==> src/rtl/axis_vfifo_traffic_gen.sv <==
// axis_vfifo_traffic_gen: AXI-stream write/read-back soak generator and checker for the DDR virtual FIFO.
// Define AXIS_TG_PRBS_EN to replace the per-channel sequence counters with PRBS-31 LFSRs.
module axis_vfifo_traffic_gen #(
   parameter int DATA_WIDTH   = 32,
   parameter int NUM_CHANNELS = 2,
   parameter int DEST_WIDTH   = 1,
   parameter int BURST_LEN    = 128,
   parameter int WRITE_DEPTH  = 4096,
   parameter int READ_TIMEOUT = 4096,
   parameter int WAIT_CYCLES  = 0,
   parameter int NUM_RUNS     = 2
) (
   input  logic                  aclk,
   input  logic                  reset,
   input  logic                  start,
   output logic                  m_axis_tvalid,
   input  logic                  m_axis_tready,
   output logic [DATA_WIDTH-1:0] m_axis_tdata,
   output logic                  m_axis_tlast,
   output logic [DEST_WIDTH-1:0] m_axis_tdest,
   input  logic                  s_axis_tvalid,
   output logic                  s_axis_tready,
   input  logic [DATA_WIDTH-1:0] s_axis_tdata,
   input  logic [DEST_WIDTH-1:0] s_axis_tdest,
   output logic                  busy,
   output logic                  done,
   output logic [7:0]            runs_done,
   output logic [15:0]           err_count,
   output logic [DATA_WIDTH-1:0] first_err_data,
   output logic                  timeout_flag,
   output logic [2:0]            state
);
   localparam int SEQ_W = DATA_WIDTH - DEST_WIDTH;
   localparam int BW = $clog2(BURST_LEN + 1);
   localparam int CW = $clog2(WRITE_DEPTH + 1);
   localparam int TW = $clog2(READ_TIMEOUT + 1);
   localparam int WW = $clog2(WAIT_CYCLES + 2);
`ifdef AXIS_TG_PRBS_EN
   localparam int SW = 31;
   localparam bit SEEDED = 1'b1;
   function automatic logic [SW-1:0] seq_next(input logic [SW-1:0] s);
      return {s[29:0], s[30] ^ s[27]};
   endfunction
`else
   localparam int SW = SEQ_W;
   localparam bit SEEDED = 1'b0;
   function automatic logic [SW-1:0] seq_next(input logic [SW-1:0] s);
      return s + 1'b1;
   endfunction
`endif

   typedef enum logic [2:0] {IDLE = 3'd0, WR = 3'd1, WR_WAIT = 3'd2, RD = 3'd3, DONE = 3'd4} state_t;
   state_t state_q, state_d;

   logic [SW-1:0]         wr_seq_q  [NUM_CHANNELS];
   logic [SW-1:0]         exp_seq_q [NUM_CHANNELS];
   logic [BW-1:0]         beat_q;
   logic [CW-1:0]         wr_cnt_q, rd_cnt_q;
   logic [TW-1:0]         idle_q;
   logic [WW-1:0]         wait_q;
   logic [DEST_WIDTH-1:0] ch_q;
   logic [7:0]            runs_q;
   logic [15:0]           err_q;
   logic [DATA_WIDTH-1:0] first_err_q;
   logic                  to_q;

   logic go, wr_fire, last_beat, wr_end, wait_end, rd_fire, dest_ok, mismatch, rd_to, rd_end;
   logic [DATA_WIDTH-1:0] exp_word;

   assign go        = start && (state_q == IDLE || state_q == DONE);
   assign wr_fire   = state_q == WR && m_axis_tready;
   assign last_beat = beat_q == BW'(BURST_LEN - 1);
   assign wr_end    = wr_fire && wr_cnt_q == CW'(WRITE_DEPTH - 1);
   assign wait_end  = wait_q == WW'(WAIT_CYCLES - 1);
   assign rd_fire   = state_q == RD && s_axis_tvalid;
   assign dest_ok   = 32'(s_axis_tdest) < NUM_CHANNELS;
   assign exp_word  = {s_axis_tdest, SEQ_W'(exp_seq_q[s_axis_tdest])};
   assign mismatch  = rd_fire && (!dest_ok || s_axis_tdata != exp_word);
   assign rd_to     = state_q == RD && !s_axis_tvalid && idle_q == TW'(READ_TIMEOUT - 1);
   assign rd_end    = (rd_fire && rd_cnt_q == CW'(WRITE_DEPTH - 1)) || rd_to;

   always_comb begin
      state_d = state_q;
      if (go)
         state_d = WR;
      else if (wr_end)
         state_d = RD;
      else if (wr_fire && last_beat && WAIT_CYCLES > 0)
         state_d = WR_WAIT;
      else if (state_q == WR_WAIT && wait_end)
         state_d = WR;
      else if (rd_end)
         state_d = (32'(runs_q) + 1 == NUM_RUNS) ? DONE : WR;
   end

   always_ff @(posedge aclk)
      state_q <= reset ? IDLE : state_d;

   // Sequence state survives across runs; only start and reset clear it.
   always_ff @(posedge aclk) begin
      if (reset || go) begin
         for (int i = 0; i < NUM_CHANNELS; i++) begin
            wr_seq_q[i]  <= SEEDED ? SW'(i + 1) : '0;
            exp_seq_q[i] <= SEEDED ? SW'(i + 1) : '0;
         end
         beat_q      <= '0;
         wr_cnt_q    <= '0;
         rd_cnt_q    <= '0;
         idle_q      <= '0;
         wait_q      <= '0;
         ch_q        <= '0;
         runs_q      <= '0;
         err_q       <= '0;
         first_err_q <= '0;
         to_q        <= 1'b0;
      end else begin
         if (wr_fire) begin
            wr_seq_q[ch_q] <= seq_next(wr_seq_q[ch_q]);
            beat_q         <= last_beat ? '0 : beat_q + 1'b1;
            wr_cnt_q       <= wr_cnt_q + 1'b1;
            if (last_beat)
               ch_q <= (32'(ch_q) == NUM_CHANNELS - 1) ? '0 : ch_q + 1'b1;
         end
         wait_q <= state_q == WR_WAIT ? wait_q + 1'b1 : '0;
         if (rd_fire && dest_ok)
            exp_seq_q[s_axis_tdest] <= seq_next(exp_seq_q[s_axis_tdest]);
         if (state_q == RD)
            idle_q <= rd_fire ? '0 : idle_q + 1'b1;
         if (rd_fire)
            rd_cnt_q <= rd_cnt_q + 1'b1;
         if (mismatch) begin
            err_q <= (&err_q) ? err_q : err_q + 1'b1;
            if (err_q == '0)
               first_err_q <= s_axis_tdata;
         end
         if (rd_to)
            to_q <= 1'b1;
         if (rd_end) begin
            runs_q   <= runs_q + 1'b1;
            wr_cnt_q <= '0;
            rd_cnt_q <= '0;
            idle_q   <= '0;
            beat_q   <= '0;
            ch_q     <= '0;
         end
      end
   end

   assign m_axis_tvalid  = state_q == WR;
   assign m_axis_tlast   = m_axis_tvalid && last_beat;
   assign m_axis_tdest   = m_axis_tvalid ? ch_q : '0;
   assign m_axis_tdata   = m_axis_tvalid ? {ch_q, SEQ_W'(wr_seq_q[ch_q])} : '0;
   assign s_axis_tready  = state_q == RD;
   assign busy           = state_q == WR || state_q == WR_WAIT || state_q == RD;
   assign done           = state_q == DONE;
   assign runs_done      = runs_q;
   assign err_count      = err_q;
   assign first_err_data = first_err_q;
   assign timeout_flag   = to_q;
   assign state          = state_q;
endmodule
==> config.mk <==
export PLATFORM = sky130hd
export DESIGN_NAME = axis_vfifo_traffic_gen
export DESIGN_NICKNAME = d
export VERILOG_FILES = /design/src/rtl/axis_vfifo_traffic_gen.sv
export SDC_FILE = /design/constraint.sdc
export NUM_CORES = 1
export LEC_CHECK = 0
export BUFFER_PORTS_ARGS = -buffer_cell sky130_fd_sc_hd__buf_2
export CAP_MARGIN = 10
export CORE_ASPECT_RATIO = 0.8
export CORE_MARGIN = 2
export CORE_UTILIZATION = 63
export CTS_CLUSTER_DIAMETER = 150
export CTS_CLUSTER_SIZE = 25
export DETAILED_ROUTE_END_ITERATION = 8
export GPL_TIMING_DRIVEN = 0
export PLACE_DENSITY = 0.94
export SLEW_MARGIN = 30
export SYNTH_ARGS = -nofsm -noshare
export SYNTH_HDL_FRONTEND = slang
export SYNTH_SLANG_ARGS = --single-unit
==> constraint.sdc <==
create_clock -name aclk -period 5.1 [get_ports aclk]
set_clock_uncertainty 0.1 [all_clocks]
set_input_delay 1.02 -clock aclk [delete_from_list [all_inputs] [get_ports aclk]]
set_output_delay 1.02 -clock aclk [all_outputs]
set_load 0.01 [all_outputs]
---- Yosys cells after proc, flatten, opt, wreduce, memory -nomap -nowiden ----
Memory sizes are Yosys's and may differ from the RTL's. A register that Yosys moved wholly into a read port is not among the register bits.
Index checks and enable logic that the tools add are counted.
operators by class
  mux-type cells .......................... 26
  reductions and logical operators ........ 30
  bitwise logic cells ..................... 2
  equal/unequal tests ..................... 10
  add/sub/neg operators ................... 11
operator list
  kind                   number
  $add 31x1->31 const B  2
  $mux 31                2
  $reduce_or 31->1       2
  $add 13x1->13 const B  3
  $eq 13x12->1 const B   3
  $mux 32                1
  $ne 32x32->1           1
  $mux 1                 17
  $add 16x1->16 const B  1
  $add 8x1->8 const B    2
  $logic_not 16->1       1
  $reduce_and 16->1      1
  $mux 13                1
  $logic_and 1x1->1      10
  $add 8x1->9 const B    1
  $eq 9x2->1 const B     1
  $eq 8x7->1 const B     1
  $mux 8                 1
  $eq 3x2->1 const B     2
  $mux 2                 3
  $reduce_and 2->1       3
  $reduce_or 2->1        3
  $logic_or 1x1->1       5
  $reduce_bool 4->1      1
  other kinds (9)        11
word-level totals
  input bits .............................. 38
  memories ................................ 2
  output and inout port bits .............. 98
  logic and storage cells ................. 94
  flip-flop bits (word level) ............. 109
  RAM bits ................................ 124
memory list
  memory     words  bits a word  read ports  clocked after Yosys merged registers in  wr ports  RTL line  text
  exp_seq_q  2      31           1           0                                        2         56        logic [SW-1:0] exp_seq_q [NUM_CHANNELS];
  wr_seq_q   2      31           1           1                                        2         55        logic [SW-1:0] wr_seq_q [NUM_CHANNELS];

---- Depth between registers and ports, before layout ----
Gate-level depths: netlist of the first run.
  depth after elaboration ................. 8
  depth in mapped cells ................... 13
  depth with buffers taken out ............ 10

---- Worst setup path before layout of the first run ----
Ideal clock, no wire load.
  path kind ............................... input -> register
  start point ............................. input port s_axis_tdest
  end point ............................... memory exp_seq_q[0][0], enable pin
  setup time .............................. 0.388 ns
  slack ................................... 1.650 ns
  data required time ...................... 4.612 ns
  path buffers ............................ 6
  cell stages on the path ................. 8
  arrival time ............................ 2.961 ns
  cell sequence ........................... buf_6 -> buf_6 -> buf_2 -> buf_6 -> or3_1 -> clkbuf_1 -> clkbuf_1 -> nand2_1
RTL lines
  what                RTL line  text
  start: declaration  24        input logic [DEST_WIDTH-1:0] s_axis_tdest,
  end: declaration    56

==> metrics.txt, run 1 <==
status completed; clk root buf clkbuf_16; layout cells sized above 1 14.0%; Fin Setup TNS 0 ns; drt wl/cell 18.0 um; slowest stage delay, CP 0.59 ns; async set-reset flop share out of synthesis 0%; Rel. slew slack 36.3%; synthesis-stage register bit count 234; first-pass GRT wire length 46100 um; DR vias 9534; final setup fails 0; number of max-slew violations in the final report 0; Routability Congestion 0.888; FF-to-FF path depth 13; achievable frequency 0.247 GHz; Post-Syn Instances 1197; Antenna diodes 0; Routed Antenna Nets 0; total wire length 28900 um; synth top area cells edfxtp_1, dfxtp_1, nor2_1, mux2i_1, xor2_1; VDD IR-drop max 0.000217 V; crit path DAT 2.92 ns; Worst Setup End Kind primary output; CP required 3.98 ns; leakage 5.11 nW; CP Launch Type flop; CP max stage cell buf_1; CP Cell Sequence buf_6 -> buf_12 -> buf_12 -> buf_2 -> buf_1 -> mux2i_1 -> nor2_1 -> buf_2; global route total overflow 0; Die H 126 um; Primary FF master, synth edfxtp_1; CTS Buffer Depth 3; average cell area after synthesis 9.87 um^2; Worst-path clk slew 0.10 ns; post-route cell area 0.0132 mm^2; CTS H-tree lvls 1; Die ar. 0.0199 mm^2; core area 0.0183 mm^2; min-delay worst type reg -> reg; Port-buffer cells 134; WP buf/inv 6; ratio of final minimum period to clock period 79.3%; Final Hold Fails 0; number of global-route vias before repair 9069; Skew-Pair Late Insertion Delay 0.48 ns; Tmin final 4.04 ns; max cap viols 0; Tot GR Track Use 28.9%; Post-synth EDFFs 124; cell depth of the worst setup path 8; via/cell ratio 5.94; DRT Pass-1 Iters 5; FP Rows 44; syn nets 1245; Worst Path Max Fanout 10; placed inst area 0.0128 mm^2; Mapped Area 0.0118 mm^2; cts repair resizes 0; post-CTS setup buffer count 0; Yosys warning total 0; worst-margin pin slew 0.928 ns; CTS tree done; total CTS buffers 13; Pwr Total 0.00347 W; largest net degree at the start of global routing 32; Final Core Density 72.1%; cell taking the most area after synthesis edfxtp_1; Power Density 263 mW/mm^2; Hold Buf Count CTS 0; Yosys cell types 53; I/O pin cnt 136; CP Class reg -> out; drc violations 0; Top delay family on crit path buffers and inverters; Synth top area share 31.5%; Seq/Total Area, Yosys 50.2%; RSZ-0062 raised after global routing false; Initial Util 64.6%; die width 157 um; # nets final 1394; Area growth, synth to finish 11.5%; HPWL after detailed placement 20500 um; initial antenna violation count 0; clock sink count 234; FF-to-FF setup slack 1.18 ns; Critical R2R Capture wr_seq_q[1][30]; DRT iter0 DRCs 828; capture point of the worst path m_axis_tdata[30]
## area by class of cell
cell class	instances	area, um^2
fill	1241	5100
timing repair buffer	134	671
clock inverter	1	16.3
sequential	234	5930
buffer	55	318
inverter	17	63.8
multi-input combinational	891	5510
clock buffer	19	348
tap	253	317
## placed cells by master, fill, tap and decap left out, types with 16 or more instances in the layout
cell type	netlist	final
inv_1	17	17
xnor2_1	68	68
dfxtp_1	110	110
xor2_1	82	82
and3_1	16	16
nand4_1	23	23
mux2i_1	91	91
buf_2	6	140
or3_1	20	20
edfxtp_1	124	124
nor3_1	17	17
a21oi_1	36	36
nand2_1	84	80
nand3_1	43	43
o21ai_0	16	16
nor2_1	280	280
nor4_1	17	17
clkbuf_1	33	39
## power by group
group | switching (W) | internal [W]
logic | 0.000198 | 0.0000993
registers | 0.0000338 | 0.00204
clock network | 0.000609 | 0.000487
total | 0.000841 | 0.00263
## metrics by stage
stage          setup WS [ns]  hold WS (ns)  std cells
2_1_floorplan           1.65         0.319       1197
3_3_place_gp           0.983         0.340       1584
3_5_place_dp            1.26         0.339       1584
4_1_cts                 1.09         0.362       1604
5_1_grt                0.988         0.372       1604
6_report                1.06         0.362       1604
## Yosys cell counts (20+ instances only)
cell type  instances
nand4_1           23
nor2_1           280
nand3_1           43
edfxtp_1         124
xnor2_1           68
or3_1             20
mux2i_1           91
clkbuf_1          33
a21oi_1           36
xor2_1            82
nand2_1           84
dfxtp_1          110
## routing by layer
| metal | global-route usage, % | vias up | wire length [um] | share of wire, % |
|---|---|---|---|---|
| met5 | 0 | - | 0 | 0 |
| met4 | 9.84 | 0 | 924 | 3.2 |
| met3 | 4.03 | 69 | 2390 | 8.3 |
| met2 | 48.3 | 454 | 13900 | 48 |
| met1 | 39.1 | 4576 | 11700 | 41 |
| li1 | - | 4435 | - | - |
## registers in the layout (all words and copies together) (netlist names), 8 cells and up, named ones only
name and flops:
beat_q 8, err_count 16, exp_seq_q 62, first_err_data 32, idle_q 13, rd_cnt_q 13, runs_done 8, wr_cnt_q 13
wr_seq_q 62
## worst min-delay path by stage
stage	startpoint	end	slack, ns	cells past startpoint
after floorplan	wait_end	wait_end	0.32	1
after global placement	wait_end	wait_end	0.34	1
after detailed placement	wait_end	wait_end	0.34	1
after CTS	wait_end	wait_end	0.36	1
after global routing	wait_end	wait_end	0.37	1
final	wait_end	wait_end	0.36	1
## kinds of logic (layout without fill, tap and decap cells)
kind of cell / after synthesis / in the layout / synth area share (%)
AND/OR/NAND/NOR: 555 / 555 / 21.9
flip-flops: 234 / 234 / 50.2
XOR/XNOR: 150 / 150 / 11.1
multiplexers: 99 / 99 / 8.52
AO/OA/AOI/OAI: 77 / 77 / 4.01
buffers and inverters: 72 / 226 / 3.23
adder cells (fa/ha/maj): 10 / 10 / 1.06
Note: power is estimated with default switching activity, not from simulation.
==> inputs of run 2 (changes only) <==
Settings changed: CORE_UTILIZATION 63 to 53, PLACE_DENSITY 0.94 to 0.85.
Clock period 5.1 ns to 3.7 ns, I/O delays scaled along.
==> metrics.txt, run 2 (synthesis results as in run 1) <==
die width 171 um (was 157 um); Worst Hold Depth 2 (was 1); Power Density 360 mW/mm^2 (was 263 mW/mm^2); ratio of final minimum period to clock period 95.8%; min-delay worst type reg -> reg (unchanged); placed cells 1631 (was 1584); Antenna diodes 0 (unchanged); total wire length 27700 um (was 28900 um); worst-margin pin slew 0.918 ns (was 0.928 ns); clk root buf clkbuf_16 (unchanged); most common cell after layout, fill and taps aside nor2_1 (unchanged); Worst Setup End Kind flop (was primary output); max cap viols 0 (unchanged); FF-to-FF path depth 12 (was 13); post-route setup slack 0.155 ns (was 1.06 ns); FF/Latch Area 0.00593 mm^2 (unchanged); achievable frequency 0.282 GHz; I/O pin cnt 136 (unchanged); final setup fails 0 (unchanged); layout cells sized above 1 14.1% (was 14.0%); # nets final 1395 (was 1394); Port-buffer cells 134 (unchanged); HPWL after detailed placement 20200 um (was 20500 um); most frequent cells in the layout nor2_1, buf_2, edfxtp_1, dfxtp_1, mux2i_1 (unchanged); CTS tree done (unchanged); Tmin final 3.54 ns; global route total overflow 0 (unchanged); Die ar. 0.0235 mm^2 (was 0.0199 mm^2); Final Hold Fails 0 (unchanged); initial antenna violation count 0 (unchanged); P_sw 0.00114 W (was 0.000841 W); largest net degree at the start of global routing 32 (unchanged); FP Rows 48 (was 44); CTS Buffer Depth 3 (unchanged); CP required 3.82 ns (was 3.98 ns); via/cell ratio 5.58 (was 5.94); Filler cells 1827 (was 1241); status completed (unchanged); Initial Util 54.3% (was 64.6%); slowest stage delay, CP 0.57 ns (was 0.59 ns); CP Launch Type flop (unchanged); CP Cell Sequence buf_6 -> buf_12 -> buf_12 -> mux2_2 -> ha_1 -> inv_1 -> a2111oi_2 -> or4b_4 -> nor3_4 -> nor3b_2 -> xor2_1 -> nor2_1 (was buf_6 -> buf_12 -> buf_12 -> buf_2 -> buf_1 -> mux2i_1 -> nor2_1 -> buf_2); number of global-route vias before repair 8804 (was 9069); core area 0.0217 mm^2 (was 0.0183 mm^2); Routability Congestion 0.863 (was 0.888); Clk pwr share 31.6% (about the same); drt wl/cell 16.8 um (was 18.0 um); crit path DAT 3.66 ns (was 2.92 ns); CP Class reg -> reg (was reg -> out); leakage 5.12 nW (was 5.11 nW); cell internal pwr 0.00363 W (was 0.00263 W); Routed Antenna Nets 0 (unchanged); CP dominant cell by count buf_12; first-pass GRT wire length 43700 um (was 46100 um); post-place setup slack -0.134 ns (was 1.26 ns); DR vias 9221 (was 9534); CTS H-tree lvls 1 (unchanged); DRT Pass-1 Iters 5 (unchanged); Hold Buf Count CTS 0 (unchanged); Flop pwr share 59.9% (was 59.8%); DRT iter0 DRCs 738 (was 828); Worst Path Max Fanout 19 (was 10); switch share 24.0% (was 24.2%); Area growth, synth to finish 12.2% (was 11.5%); number of max-slew violations in the final report 0 (unchanged); total CTS buffers 13 (unchanged); combinational share of power 8.4% (was 8.6%); Worst-path clk slew 0.10 ns (about the same); Die H 138 um (was 126 um); area of the multi-input gates 0.00552 mm^2 (was 0.00551 mm^2); Non-Filler Instances 1653 (was 1604); clock sink count 234 (unchanged); Skew-Pair Late Insertion Delay 0.48 ns (about the same); CP max stage cell or4b_4 (was buf_1); Pwr Total 0.00477 W (was 0.00347 W); Tot GR Track Use 23.4% (was 28.9%); Rel. slew slack 37.0% (was 36.3%); VDD IR-drop max 0.000221 V (was 0.000217 V); drc violations 0 (unchanged)
==> run 2: cell count changes in the layout (fill, tap and decap cells not counted), sizes merged <==
cell / previous run / this run
buf: 156 / 157
clkbuf: 52 / 53
==> run 2: critical path: cells and delay by family (launching register included) <==
family | cells | cell delay (ns)
buffers and inverters | 4 | 0.63
adders and majority gates | 1 | 0.18
AOI/OAI and AO/OA | 1 | 0.41
muxes | 1 | 0.26
DFF | 1 | 0.38
and+or+nand+nor | 4 | 1.12
xor gates and xnor gates | 1 | 0.20
==> run 2: layout make-up <==
type                    instances  area share [%]
multi-input cells             891            41.7
plain buffers                  54            2.36
clock inverters                 1           0.123
repair buffers                136            5.17
inverters                      17           0.481
flip-flops and latches        234            44.7
clock buffers                  20            2.65
well taps                     300            2.83
==> run 2: repair_timing <==
| action | 4_1_cts | 5_1_grt |
|---|---|---|
| pin swaps | 0 | 1 |
| gates resized for setup | 0 | 2 |
| setup endpoints to repair | 8 | 33 |
| setup buffers | 0 | 2 |
==> run 2: metal layers <==
| layer | up-vias | routed length (um) | global-route usage [%] |
|---|---|---|---|
| met2 | 322 | 13400 | 40.6 |
| met4 | 0 | 633 | 6.64 |
| met1 | 4400 | 12000 | 30.9 |
| li1 | 4451 | - | - |
| met3 | 48 | 1690 | 2.96 |
| met5 | - | 0 | 0 |
==> run 2: worst paths after layout <==
path	start	endpoint	slack (ns)
max	flop	wr_seq_q[1][30]	0.16
min	idle_q[12]	idle_q[12]	0.36
max reg2reg	flop	wr_seq_q[1][30]	0.16
min reg2reg	idle_q[12]	idle_q[12]	0.36
==> run 2: metrics by stage <==
step / instance area, um^2 / hold slack (ns) / utilization, % / TNS, ns
floorplan: 11800 / 0.319 / - / 0
global placement: 12900 / 0.335 / 59.1 / -13.56
detailed placement: 12900 / 0.341 / 59.2 / -0.255
CTS: 13200 / 0.355 / 60.9 / 0
global route: 13300 / 0.369 / 61.0 / -0.00102
finish: 13300 / 0.358 / 61.0 / 0
==> run 2: power groups by stage <==
stage	clock network [W]	registers (W)	logic, W
final	0.00151	0.00286	0.000403
after global routing	0.00162	0.00287	0.000437
after CTS	0.00152	0.00286	0.000402
after detailed placement	0	0.00292	0.000398
after global placement	0	0.00291	0.000388
after floorplan	0	0.00290	0.000267
==> inputs of run 3 (changes only) <==
Settings changed: GPL_TIMING_DRIVEN 0 to 1.
==> metrics.txt, run 3 (synthesis results as in run 1) <==
I/O pin cnt 136 (unchanged); Routed Antenna Nets 0 (unchanged); Worst Setup End Kind flop (unchanged); FF-to-FF setup slack 0.66 ns (was 0.16 ns); total wire length 26400 um (was 27700 um); Antenna diodes 0 (unchanged); DRT iter0 DRCs 711 (was 738); Port-buffer cells 135 (was 134); DR vias 8992 (was 9221); cell internal pwr 0.00363 W (about the same); RSZ-0062 raised after global routing false; via/cell ratio 5.52 (was 5.58); Rel. slew slack 54.1% (was 37.0%); clk root buf clkbuf_16 (unchanged); Worst Hold Depth 1 (was 2); CP Cell Sequence buf_2 -> buf_4 -> mux2i_1 -> xnor2_1 -> nor4_1 -> nand4_1 -> o21ai_4 -> buf_12 -> mux2i_1 -> nor2_1 (was buf_6 -> buf_12 -> buf_12 -> mux2_2 -> ha_1 -> inv_1 -> a2111oi_2 -> or4b_4 -> nor3_4 -> nor3b_2 -> xor2_1 -> nor2_1); switch share 23.7% (was 24.0%); Critical R2R Capture wr_seq_q[0][30] (was wr_seq_q[1][30]); status completed (unchanged); die width 171 um (unchanged); Die H 138 um (unchanged); cts repair resizes 0 (unchanged); ratio of final minimum period to clock period 83.3% (was 95.8%); Hold Buf Count CTS 0 (unchanged); Area growth, synth to finish 11.5% (was 12.2%); CP dominant cell by count mux2i_1 (was buf_12); Pwr Total 0.00476 W (was 0.00477 W); Die ar. 0.0235 mm^2 (unchanged); most frequent cells in the layout nor2_1, buf_2, edfxtp_1, dfxtp_1, mux2i_1 (unchanged); Skew-Pair Late Insertion Delay 0.48 ns (about the same); launch point of the worst hold path wait_end (was idle_q[12]); crit path DAT 3.34 ns (was 3.66 ns); worst-margin pin slew 0.679 ns (was 0.918 ns); FP Rows 48 (unchanged); first-pass GRT wire length 42000 um (was 43700 um); leakage 5.12 nW (about the same); post-CTS setup buffer count 0 (unchanged); Hold Crit Endpoint wait_end (was idle_q[12]); Clk pwr share 31.5% (was 31.6%); CTS Buffer Depth 3 (unchanged); post-route cell area 0.0132 mm^2 (was 0.0133 mm^2); combinational share of power 8.4% (about the same); number of max-slew violations in the final report 0 (unchanged); achievable frequency 0.324 GHz (was 0.282 GHz); post-place setup slack 0.180 ns (was -0.134 ns); CP Class in -> reg (was reg -> reg); Final Hold Fails 0 (unchanged); Fin Setup TNS 0 ns (unchanged); Tot GR Track Use 22.2% (was 23.4%); CTS tree done (unchanged); placed inst area 0.0128 mm^2 (was 0.0129 mm^2); P_sw 0.00113 W (was 0.00114 W); post-route setup slack 0.617 ns (was 0.155 ns); Tmin final 3.08 ns (was 3.54 ns); FF-to-FF path depth 9 (was 12); Worst-path clk slew 0.10 ns (about the same); number of global-route vias before repair 8614 (was 8804); largest net degree at the start of global routing 46 (was 32); max cap viols 0 (unchanged); Worst Path Max Fanout 21 (was 19); final setup fails 0 (unchanged); Flop pwr share 60.1% (was 59.9%); initial antenna violation count 0 (unchanged); drc violations 0 (unchanged); CP max stage cell mux2i_1 (was or4b_4); Power Density 361 mW/mm^2 (was 360 mW/mm^2); core area 0.0217 mm^2 (unchanged); CP required 3.96 ns (was 3.82 ns); CTS H-tree lvls 1 (unchanged); DRT Pass-1 Iters 7 (was 5); layout cells sized above 1 15.1% (was 14.1%); CP Launch Type input pin (was flop); most common cell after layout, fill and taps aside nor2_1 (unchanged); total CTS buffers 13 (unchanged); slowest stage delay, CP 0.50 ns (was 0.57 ns); HPWL after detailed placement 18500 um (was 20200 um); # nets final 1370 (was 1395); VDD IR-drop max 0.000295 V (was 0.000221 V); global route total overflow 0 (unchanged); clock sink count 234 (unchanged); min-delay worst type reg -> reg (unchanged); drt wl/cell 16.2 um (was 16.8 um); Routability Congestion 0.877 (was 0.863); Initial Util 54.3% (unchanged)
-- run 3: cell types whose count changed in the layout (fill, tap and decap cells not counted), moves of 3 or more --
cell      before  now
buf_6          9    0
buf_2        139  135
buf_1          4    0
nand2_1       80   84
buf_4          3   28
nand2_2        3    0
clkbuf_1      40    7
-- run 3: critical path: cells and delay by family --
family	cells	cell delay, ns
AO/OA/AOI/OAI	1	0.25
buffers and inverters	3	0.87
multiplexers	2	0.74
XOR/XNOR	1	0.13
AND/OR/NAND/NOR	3	0.59
-- run 3: metal layers --
metal	global-route usage, %	up-vias	wire length, um
met4	8.24	0	810
met5	0	-	0
met1	29.6	4277	11700
met2	37.1	269	12400
met3	3.16	54	1480
li1	-	4392	-
-- run 3: worst max-delay path by stage --
stage	slack [ns]	from	cells after the start	end
finish	0.62	s_axis_tdest	10	first_err_data[29]
global placement	0.26	s_axis_tdest	10	first_err_data[21]
detailed placement	0.18	s_axis_tdest	10	first_err_data[13]
floorplan	0.41	flop	13	wr_seq_q[1][30]
CTS	0.67	flop	9	wr_seq_q[0][30]
global route	0.34	state[1]	8	idle_q[5]
-- run 3: power by group through the flow --
stage          sequential [W]  clock, W  combinational [W]
6_report              0.00286   0.00150           0.000399
4_1_cts               0.00286   0.00153           0.000398
3_5_place_dp          0.00292         0           0.000396
3_3_place_gp          0.00291         0           0.000388
2_1_floorplan         0.00290         0           0.000267
5_1_grt               0.00287   0.00162           0.000433
-- run 3: area by class of cell --
cell class	instances	area, um^2
clock inverters	1	16.3
repair buffers	165	926
inverters	17	63.8
multi-input cells	891	5510
well taps	300	375
fillers	1830	8570
flip-flops and latches	234	5930
clock buffers	20	352
-- run 3: metrics by stage --
step | hold slack, ns | std cells | util [%]
6_report | 0.366 | 1628 | 60.6
5_1_grt | 0.378 | 1628 | 60.6
4_1_cts | 0.371 | 1628 | 60.6
3_5_place_dp | 0.354 | 1607 | 58.9
3_3_place_gp | 0.337 | 1607 | 58.9
2_1_floorplan | 0.319 | 1197 | -
